`src/rtl/seq_frame_tx.sv`:
```
// seq_frame_tx: serial frame transmitter for the 1101 sequence detectors.
// Each accepted word goes out as sync 1101, payload MSB-first, an optional
// even-parity bit, then GAP_BITS zeros. Each bit is held BIT_CYCLES clocks.
// Optional feature macro: SEQ_TX_PARITY_EN (adds the PAR state and parity bit).
module seq_frame_tx #(
  parameter int DATA_W     = 8,
  parameter int BIT_CYCLES = 1,
  parameter int GAP_BITS   = 1
) (
  input  logic              clk,
  input  logic              reset,
  input  logic [DATA_W-1:0] in_data,
  input  logic              in_valid,
  output logic              in_ready,
  output logic              out,
  output logic              bit_strobe,
  output logic              busy
);

  // Bit index is wide enough for the largest payload (32) and gap (15).
  localparam int IDX_W = 6;
  localparam logic [3:0]       SYNC_PAT      = 4'b1101;
  localparam logic [IDX_W-1:0] IDX_ZERO      = 6'd0;
  localparam logic [IDX_W-1:0] IDX_ONE       = 6'd1;
  localparam logic [IDX_W-1:0] IDX_SYNC_LAST = 6'd3;
  localparam logic [IDX_W-1:0] IDX_DATA_LAST = IDX_W'(DATA_W - 1);
  localparam logic [IDX_W-1:0] IDX_GAP_LAST  = IDX_W'(GAP_BITS - 1);
  localparam logic [7:0]       TIMER_LAST    = 8'(BIT_CYCLES - 1);

  typedef enum logic [2:0] {
    IDLE = 3'd0,
    SYNC = 3'd1,
    DATA = 3'd2,
`ifdef SEQ_TX_PARITY_EN
    PAR  = 3'd3,
`endif
    GAP  = 3'd4
  } state_t;

`ifdef SEQ_TX_PARITY_EN
  // Even parity over the captured payload.
  function automatic logic even_parity(input logic [DATA_W-1:0] d);
    return ^d;
  endfunction
`endif

  state_t            state_r, state_s;
  logic [7:0]        timer_r, timer_s;
  logic [IDX_W-1:0]  idx_r, idx_s;
  logic [DATA_W-1:0] shreg_r, shreg_s;
`ifdef SEQ_TX_PARITY_EN
  logic              par_r, par_s;
`endif
  logic              wrap_s;
  logic              line_s;
  logic              out_r, strobe_r, busy_r;

  assign wrap_s     = (timer_r == TIMER_LAST);
  assign in_ready   = (state_r == IDLE);
  assign out        = out_r;
  assign bit_strobe = strobe_r;
  assign busy       = busy_r;

  // Next-state, bit timer, bit index and shift-register update.
  always_comb begin
    state_s = state_r;
    timer_s = timer_r;
    idx_s   = idx_r;
    shreg_s = shreg_r;
`ifdef SEQ_TX_PARITY_EN
    par_s   = par_r;
`endif
    if (state_r == IDLE) begin
      timer_s = 8'd0;
    end else if (wrap_s) begin
      timer_s = 8'd0;
    end else begin
      timer_s = timer_r + 8'd1;
    end
    case (state_r)
      IDLE: begin
        if (in_valid) begin
          state_s = SYNC;
          idx_s   = IDX_SYNC_LAST;
          shreg_s = in_data;
`ifdef SEQ_TX_PARITY_EN
          par_s   = even_parity(in_data);
`endif
        end else begin
          state_s = IDLE;
        end
      end
      SYNC: begin
        if (!wrap_s) begin
          state_s = SYNC;
        end else if (idx_r == IDX_ZERO) begin
          state_s = DATA;
          idx_s   = IDX_DATA_LAST;
        end else begin
          idx_s = idx_r - IDX_ONE;
        end
      end
      DATA: begin
        if (!wrap_s) begin
          state_s = DATA;
        end else begin
          shreg_s = shreg_r << 1'b1;
          if (idx_r == IDX_ZERO) begin
`ifdef SEQ_TX_PARITY_EN
            state_s = PAR;
            idx_s   = IDX_ZERO;
`else
            state_s = GAP;
            idx_s   = IDX_GAP_LAST;
`endif
          end else begin
            idx_s = idx_r - IDX_ONE;
          end
        end
      end
`ifdef SEQ_TX_PARITY_EN
      PAR: begin
        if (wrap_s) begin
          state_s = GAP;
          idx_s   = IDX_GAP_LAST;
        end else begin
          state_s = PAR;
        end
      end
`endif
      GAP: begin
        if (!wrap_s) begin
          state_s = GAP;
        end else if (idx_r == IDX_ZERO) begin
          state_s = IDLE;
        end else begin
          idx_s = idx_r - IDX_ONE;
        end
      end
      default: begin
        state_s = IDLE;
        timer_s = 8'd0;
        idx_s   = IDX_ZERO;
      end
    endcase
  end

  // Serial bit for the upcoming cycle, derived from the next state.
  always_comb begin
    line_s = 1'b0;
    case (state_s)
      SYNC:    line_s = SYNC_PAT[idx_s[1:0]];
      DATA:    line_s = shreg_s[DATA_W-1];
`ifdef SEQ_TX_PARITY_EN
      PAR:     line_s = par_s;
`endif
      default: line_s = 1'b0;
    endcase
  end

  // State, datapath and registered outputs with synchronous active-low reset.
  always_ff @(posedge clk) begin
    if (!reset) begin
      state_r  <= IDLE;
      timer_r  <= 8'd0;
      idx_r    <= IDX_ZERO;
      shreg_r  <= '0;
`ifdef SEQ_TX_PARITY_EN
      par_r    <= 1'b0;
`endif
      out_r    <= 1'b0;
      strobe_r <= 1'b0;
      busy_r   <= 1'b0;
    end else begin
      state_r  <= state_s;
      timer_r  <= timer_s;
      idx_r    <= idx_s;
      shreg_r  <= shreg_s;
`ifdef SEQ_TX_PARITY_EN
      par_r    <= par_s;
`endif
      out_r    <= line_s;
      strobe_r <= (state_s != IDLE) && (timer_s == 8'd0);
      busy_r   <= (state_s != IDLE);
    end
  end

endmodule

```
`config.mk`:
```
export PLATFORM = sky130hd
export DESIGN_NAME = seq_frame_tx
export DESIGN_NICKNAME = d
export VERILOG_FILES = /design/src/rtl/seq_frame_tx.sv
export SDC_FILE = /design/constraint.sdc
export NUM_CORES = 1
export LEC_CHECK = 0
export BUFFER_PORTS_ARGS = -buffer_cell sky130_fd_sc_hd__clkbuf_2
export CORE_ASPECT_RATIO = 0.8
export CORE_MARGIN = 1.5
export CORE_UTILIZATION = 40
export DETAILED_ROUTE_END_ITERATION = 6
export MAX_ROUTING_LAYER = met4
export PLACE_DENSITY = 0.55
export SYNTH_ARGS = -nofsm -noshare
export SYNTH_HDL_FRONTEND = slang
export SYNTH_SLANG_ARGS = --single-unit
export TNS_END_PERCENT = 20
```
`constraint.sdc`:
```
create_clock -name clk -period 2.62 [get_ports clk]
set_input_delay 0.524 -clock clk [delete_from_list [all_inputs] [get_ports clk]]
set_output_delay 0.524 -clock clk [all_outputs]
set_load 0.1 [all_outputs]
```
Word level (Yosys, flattened, before mapping) --
Index checks and enable logic that the tools add are counted.
Operators by class: add/sub/neg operators 2, $lt $le $gt $ge 1, equality and inequality tests 10, multiplexer cells 25, reductions and logical operators 10
Operators by type and width (number):
- 2-to-1 mux 6 bit | 7
- 2-to-1 mux 8 bit | 5
- one-hot mux 6 bit (4 select lines) | 1
- 2-to-1 mux 3 bit | 6
- zero test 8 bit | 2
- one-hot mux 8 bit (2 select lines) | 1
- one-hot mux 3 bit (4 select lines) | 1
- != test 2 bit (second input constant) | 5
- adder 8 x 1 -> 8 bit (second input constant) | 1
- == test 3 x 1 -> 1 bit (second input constant) | 2
- == test 3 x 2 -> 1 bit (second input constant) | 2
- zero test 6 bit | 1
- subtractor 6 x 1 -> 6 bit (second input constant) | 1
- AND reduction 5 bit | 1
- OR reduction 4 bit | 1
- == test 3 bit (second input constant) | 1
- zero test 3 bit | 1
- < comparator 2 x 3 -> 1 bit (second input constant) | 1
- AND reduction 3 bit | 1
- nonzero test 3 bit | 1
- binary-select mux 1 bit (select 2 bit) | 1
- 2-to-1 mux 1 bit | 2
- one-hot mux 1 bit (2 select lines) | 1
- nonzero test 2 bit | 1
- logical AND 1 bit | 1
Word-level totals: flip-flop bits (word level) 28, output and inout port bits 4, bits of input ports 11

Depth between registers and ports, before layout --
Gate-level depths: netlist of the first run.
word-level depth 7, depth in mapped cells 9, depth with buffers taken out 9

Least setup slack after synthesis of the first run --
Ideal clock, no wire load.
path type register to register, from register state_r[1], to register out_r, in the netlist out, buffers on the path 1, arrival time 3.536 ns, data required time 2.534 ns, clock period less this slack 3.621 ns, cell stages (with the launch flop) 6, setup slack -1.001 ns, setup time 0.086 ns, cell sequence dfxtp_1 clkbuf_1 nor3_1 o22ai_1 a221o_1 a211oi_1
Between the ends: longest elaborated chain between the ends 5
Ends and longest elaborated chain:
- from (decl) | line 47 | state_t state_r, state_s;
- from (signal assigned) | line 175 | state_r <= state_s;
- zero test 3 bit (*)
- net in_ready | line 14 | output logic in_ready,
- one-hot mux 6 bit (4 select lines) | line 80 | case (state_r)
- binary-select mux 1 bit (select 2 bit) | line 152 | SYNC: line_s = SYNC_PAT[idx_s[1:0]];
- 2-to-1 mux 1 bit (implied by the code) | line 152
- one-hot mux 1 bit (2 select lines) (*) | line 151 | case (state_s)
- to (signal assigned) | line 182 | out_r <= line_s;
- to (decl) | line 56 | logic out_r, strobe_r, busy_r;
Mark *: on every way through the listed nets, which the timed path passes. The rest lies on a longest branch. The select of a mux whose other input is x is not followed. A chain may end at the register's enable or synchronous reset.

Final worst setup path of the first run --
from register idx_r[2], to register out_r, in the netlist out
Between the ends: longest elaborated chain between the ends 7
Ends and longest elaborated chain:
- from (decl) | line 49 | logic [IDX_W-1:0] idx_r, idx_s;
- from (signal assigned) | line 177 | idx_r <= idx_s;
- zero test 6 bit (*) | line 96, 108, 134
- 2-to-1 mux 6 bit, on equally long branches | line 134, 108, 96
- 2-to-1 mux 6 bit, on equally long branches | line 132, 104, 94
- one-hot mux 6 bit (4 select lines) | line 80
- binary-select mux 1 bit (select 2 bit) | line 152
- 2-to-1 mux 1 bit (implied by the code) | line 152
- one-hot mux 1 bit (2 select lines) (*) | line 151
Mark *: on every way between the ends. The rest lies on a longest branch, timed or not. The select of a mux whose other input is x is not followed.

==> results.md, run 1 <==
* Post-Syn Area at 1612 um2
* Yosys top cell area share at between 30% and 40%
* Worst clock skew at 5.167 ps
* Type of the worst setup path: reg2reg
* Sequential share of the synthesized area at 34.78%
* Tmin final at 2247 ps
* WL/cell at 13.88 um
* Achievable frequency at 445.0 MHz
* CTS Buf Count at 3
* GR Util All Layers at 17.88%
* HP Class: reg2reg
* Sw Pwr at 0.8775 mW
* Setup-failing EPs final at 0
* Vias/cell at between 5 and 6
* Compound-gate portion of the synthesized area at between 20% and 30%
* Syn avg cell area at 8.482 um2
* Largest net degree at the start of global routing at 17
* Post-synth EDFFs at 0
* Yosys warns at 0
* Ratio of cells with drive above 1 in the final layout at 15.76%
* Combinational share of power at 51.5%
* # rows at 20
* DIE AREA at 4421 um2
* Mux share of post-synthesis cell area at 0.6988%
* Synth area leaders: dfxtp_1 (35%), ha_1 (4.7%), a21oi_1 (4.3%)
* Non-Filler Instances at 258
* # Max-Cap Violations at 0
* Final Cycle Share at 85.77%
* Vias in the first global route at approximately 1300
* Area taken by multi-input logic gates at 993.5 um2
* Final WS setup at 372.7 ps
* Syn nets at approximately 210
* Critical path startpoint category: register
* Adder-cell share of the synthesized area at under 10%
* Yosys reg bits at 28
* Nets at 221
* Root buf cell: clkbuf_8
* Clk_lat worst skew at 280 ps
* Critical Path RT at 2790 ps
* WP data arrival at 2420 ps
* Drt first-iter violations at slightly above 100
* Syn Inst Count at 190
* Simple-gate share of the synthesized area at between 20% and 30%
* RSZ-0062 raised after global routing: no
* # placed instances at 254
* Combinational family with the most area after synthesis: simple AND/OR/NAND/NOR gates
* Fillers at 376
* CTS tree: done
* Total Wirelength at 3580 um
* Synth cell types at between 50 and 60
* Synth Area in XOR/XNOR at 5.435%
* Status: finished, final reports clean
* Die W at around 74 um
* Hold Buf Count CTS at 0
* CP max FO at 7
* Chip Height at 59.77 um
* Post-Place Setup Slack at 404.8 ps
* Antenna Violating Nets Remaining at 0
* First-pass GRT wire length at 5975 um
* DRC at 0
* H-tree levels at 1
* Synth async-reset ratio at 0%
* Final estimated routing congestion in global placement at 0.8755
* Core area at 3829 um2
* Internal power at 1.089 mW
* Final TNS setup at 0 ps
* Input/output buffers at 14
* Clock Path Buffers at 2
* Switching Fraction at 44.62%
* Congestion Overflow GR at 0
* Io pins at 15
* Dpl hpwl at ~2600 um
* PnR Total Power at approximately 2 mW
* Initial antenna violation count at 0
* LEAKAGE at slightly above 0.7 nW
* # diodes at 0
* Crit end category: register
* Worst-Margin Slew at around 600 ps
* Clk sinks at 28
* Fin. max-slew vios at 0
* Resize count post-CTS at 0
* Max-Slew Margin vs Limit at 60.19%
* DR vias at 1443
* Clock-pin transition on the worst setup and hold timing paths at 100 ps
* Reg power frac at 31.2%
* Pre-antenna DRT Iters at 6
* Starting density of the core at between 40% and 50%
* Clock network fraction of total power at 17.3%
* Top cell type by total area after synthesis: dfxtp_1
* Sequential cell area at between 500 and 600 um2
* Layout area overhead at 13.20%
* Pwr/cell area at 1078 nW/um2
* Hold Fails Final Rpt at 0
* Ys flop type: dfxtp_1
* Post CTS Setup Buffer Count at 0
* Maximum VDD drop at 0.3637 mV
## flip-flops by register name, summed over array words and instances, names as in the netlist
| signal | cells |
|---|---|
| bit_strobe | 1 |
| busy | 1 |
| idx_r | 6 |
| out | 1 |
| shreg_r | 8 |
| state_r | 3 |
| timer_r | 8 |
## area by class of cell
cell class / count / area share [%]
flip-flops and latches: 28 / 30.73
inverters: 8 / 1.646
multi-input cells: 145 / 54.46
clock buffers: 3 / 2.263
clock inverters: 1 / 1.646
well taps: 55 / 3.772
repair buffers: 18 / 5.487
## kinds of logic (layout without fill, tap and decap cells)
family	after synthesis	after routing
compound gates	57	57
xor+xnor	10	10
fa+ha+maj	6	6
buf+inv	17	30
flops	28	28
mux	1	1
simple gates	71	71
## cells in the mapped netlist, drive strengths merged, types with 3 or more instances
master / instances
nor2b: 3
o21ai: 14
dfxtp: 28
inv: 8
xnor2: 5
nor3b: 4
ha: 6
buf: 4
nor2: 17
nor3: 7
nand3: 3
and3: 5
a211oi: 3
or2: 3
nand2: 12
xor2: 5
a22oi: 6
a21oi: 14
clkbuf: 5
and2: 4
## routing by layer
metal  vias to the layer above  share of wire [%]  global-route usage, %
met2                        27                 45                  26.91
li1                        721                  -                      -
met4                         0               0.81                  4.762
met5                         -                  0                      -
met3                         4                4.2                  3.541
met1                       691                 50                  24.48
## metrics by stage
stage               instance area, um2  util [%]  hold WS, ps
floorplan                         1623         -        436.0
global placement                  1753     45.78        446.9
detailed placement                1753     45.78        446.0
CTS                               1824     47.65        459.8
global route                      1824     47.65        483.4
finish                            1824     47.65        459.1
## final timing paths
kind              startpoint          to  cells after the start  slack (ps)
setup / recovery    idx_r[2]         out                      8         370
hold / removal    shreg_r[5]  shreg_r[5]                      2         460
setup reg to reg    idx_r[2]         out                      8         370
hold reg to reg   shreg_r[5]  shreg_r[5]                      2         460
## power groups by stage
stage	logic (mW)	clock network [mW]	registers, mW
floorplan	0.716	0	0.706
global placement	1.00	0	0.620
detailed placement	0.995	0	0.623
CTS	1.00	0.352	0.612
global route	1.11	0.372	0.628
finish	1.01	0.340	0.614
## layout by cell type (no fill, tap or decap), types with 3 or more instances in the layout
cell type and instances:
buf_4 4, xor2_1 5, nand2_1 12, nor3b_1 3, clkbuf_8 3, nor2_1 17
nand3_1 3, a211oi_1 3, a22oi_1 6, dfxtp_1 28, and3_1 5, a21oi_1 14
and2_1 4, ha_1 6, nor2b_1 3, clkbuf_2 14, inv_1 8, o21ai_0 11
nor3_1 5, xnor2_1 5, o21ai_1 3
## critical path, cell delays in order (launching register included)
cell      delay, ps
dfxtp_1         390
nor4_4          410
nand2_1         230
ha_1            240
a21oi_1         140
a32oi_1          60
or2_2           300
a221oi_2        260
a211oi_1        100
Note: power is estimated with default switching activity, not from simulation.
==> run 2, diff against run 1 <==
==> constraint.sdc (replaced) <==
create_clock -name clk -period 2.6 [get_ports clk]
set_input_delay 0.52 -clock clk [delete_from_list [all_inputs] [get_ports clk]]
set_output_delay 0.52 -clock clk [all_outputs]
set_load 0.1 [all_outputs]
==> results.md, run 2 (same netlist as run 1, synthesis figures left out) <==
* Clock-pin transition on the worst setup and hold timing paths at 100 ps (about the same)
* Drt first-iter violations at 149 (+46%)
* Total Wirelength at 3608 um (+0.78%)
* Worst clock skew at 10.22 ps (+5.049 ps)
* DRC at 0 (unchanged)
* Clk_lat worst skew at 280 ps (about the same)
* CTS tree: done
* Chip Height at 59.77 um (unchanged)
* CP max FO at 7 (unchanged)
* Final estimated routing congestion in global placement at 0.9208 (+5.2%)
* Starting density of the core at 42.09% (unchanged)
* Status: finished, final reports clean
* Critical path startpoint category: register
* First-pass GRT wire length at 6154 um (+3.0%)
* Dpl hpwl at 2637 um (+0.97%)
* Post-Place Setup Slack at 353.6 ps (-51.24 ps)
* Io pins at 15 (unchanged)
* DR vias at 1445 (+0.14%)
* Ratio of cells with drive above 1 in the final layout at 15.35% (-0.42 points)
* Clk sinks at 28 (unchanged)
* Tmin final at 2301 ps (+53.77 ps)
* Die W at 73.97 um (unchanged)
* Fillers at 391 (+4.0%)
* Pwr/cell area at 1066 nW/um2 (-1.1%)
* H-tree levels at 1 (unchanged)
* Worst reg2reg startpoint: idx_r[2]
* Most frequent cells in the layout: dfxtp_1 (28), nor2_1 (17), a21oi_1 (14), clkbuf_2 (14), nand2_1 (12)
* HP Start: shreg_r[4]
* Core area at 3829 um2 (unchanged)
* WL/cell at 14.04 um (+1.2%)
* Initial antenna violation count at 0 (unchanged)
* Congestion Overflow GR at 0 (unchanged)
* CTS Buf Count at 3 (unchanged)
* Vias in the first global route at 1364 (+5.1%)
* Top Registers: shreg_r: 8 flops, timer_r: 8 flops, idx_r: 6 flops
* CP Launch Point: idx_r[2]
* Post CTS Setup Buffer Count at 0 (unchanged)
* RSZ-0062 raised after global routing: no
* HP Class: reg2reg
* Pre-antenna DRT Iters at 4 (-2)
* Crit end category: register
* GR Util All Layers at 18.61% (+0.72 points)
* Resize count post-CTS at 0 (unchanged)
* LEAKAGE at 0.7068 nW (-1.7%)
* Final TNS setup at 0 ps (unchanged)
* # diodes at 0 (unchanged)
* Max-Slew Margin vs Limit at 58.26% (-1.9 points)
* Vias/cell at 5.623 (+0.53%)
* Commonest non-fill, non-tap cell in the layout: dfxtp_1
* Antenna Violating Nets Remaining at 0 (unchanged)
* Fin. max-slew vios at 0 (unchanged)
* Root buf cell: clkbuf_8
* Hold Fails Final Rpt at 0 (unchanged)
* Type of the worst setup path: reg2reg
* Achievable frequency at 434.6 MHz (-2.3%)
* Worst-Margin Slew at 623.2 ps (+28.82 ps)
* Nets at 220 (-0.45%)
* # rows at 20 (unchanged)
* Maximum VDD drop at 0.3243 mV (-11%)
* Layout area overhead at 11.72%
* Final Cycle Share at 88.50% (+2.7 points)
* Hold Buf Count CTS at 0 (unchanged)
* Input/output buffers at 14 (unchanged)
* Clock Path Buffers at 2 (unchanged)
* Critical Path RT at 2770 ps (-20 ps)
* Final WS setup at 299.0 ps (-73.77 ps)
* WP data arrival at 2470 ps (+50 ps)
* Setup-failing EPs final at 0 (unchanged)
* DIE AREA at 4421 um2 (unchanged)
* Largest net degree at the start of global routing at 17 (unchanged)
* # Max-Cap Violations at 0 (unchanged)
-- run 2: cell count changes in the layout (fill, tap and decap cells not counted), sizes merged --
cell	previous run	this run
clkbuf	17	18
bufinv	1	0
buf	4	3
-- run 2: power breakdown --
part           switching, mW  leakage [nW]  internal [mW]
clock network          0.139        0.0288          0.136
registers              0.112         0.229          0.516
logic                  0.646         0.449          0.370
-- run 2: cell type report --
| cell class | instances | area, um2 | share of cell area (%) |
|---|---|---|---|
| Clock buffer | 4 | 55.05 | 3.058 |
| Inverter | 8 | 30.03 | 1.668 |
| Multi-Input combinational cell | 145 | 993.5 | 55.18 |
| Sequential cell | 28 | 560.5 | 31.13 |
| Tap cell | 55 | 68.82 | 3.822 |
| Timing Repair Buffer | 17 | 92.59 | 5.142 |
-- run 2: worst max-delay path, stage by stage (launching register included) --
cell and delay [ps]:
dfxtp_1 380, nor4_4 420, nand2_1 240, ha_1 240, a21oi_1 140, a32oi_1 70
or2_2 320, a221oi_2 280, a211oi_1 110
-- run 2: final timing paths --
check,end,slack [ps],cells past startpoint
worst max-delay path,out,300,8
worst min-delay path,shreg_r[4],460,2
worst max register to register,out,300,8
worst min register to register,shreg_r[4],460,2
-- run 2: through the flow --
stage / util, % / std cells / hold slack (ps) / power [mW] / instance area (um2)
floorplan: - / 190 / 436.0 / 1.433 / 1623
global placement: 45.59 / 253 / 445.9 / 1.620 / 1745
detailed placement: 45.59 / 253 / 450.5 / 1.632 / 1745
CTS: 47.03 / 257 / 464.4 / 1.917 / 1800
global route: 47.03 / 257 / 479.7 / 2.060 / 1800
finish: 47.03 / 257 / 459.6 / 1.919 / 1800
-- run 2: layer usage --
metal / vias up / GRT usage, % / routed length, um
li1: 719 / - / -
met1: 685 / 23.61 / 1809
met2: 32 / 29.34 / 1610
met3: 9 / 4.216 / 130
met4: 0 / 6.085 / 57
met5: - / - / 0
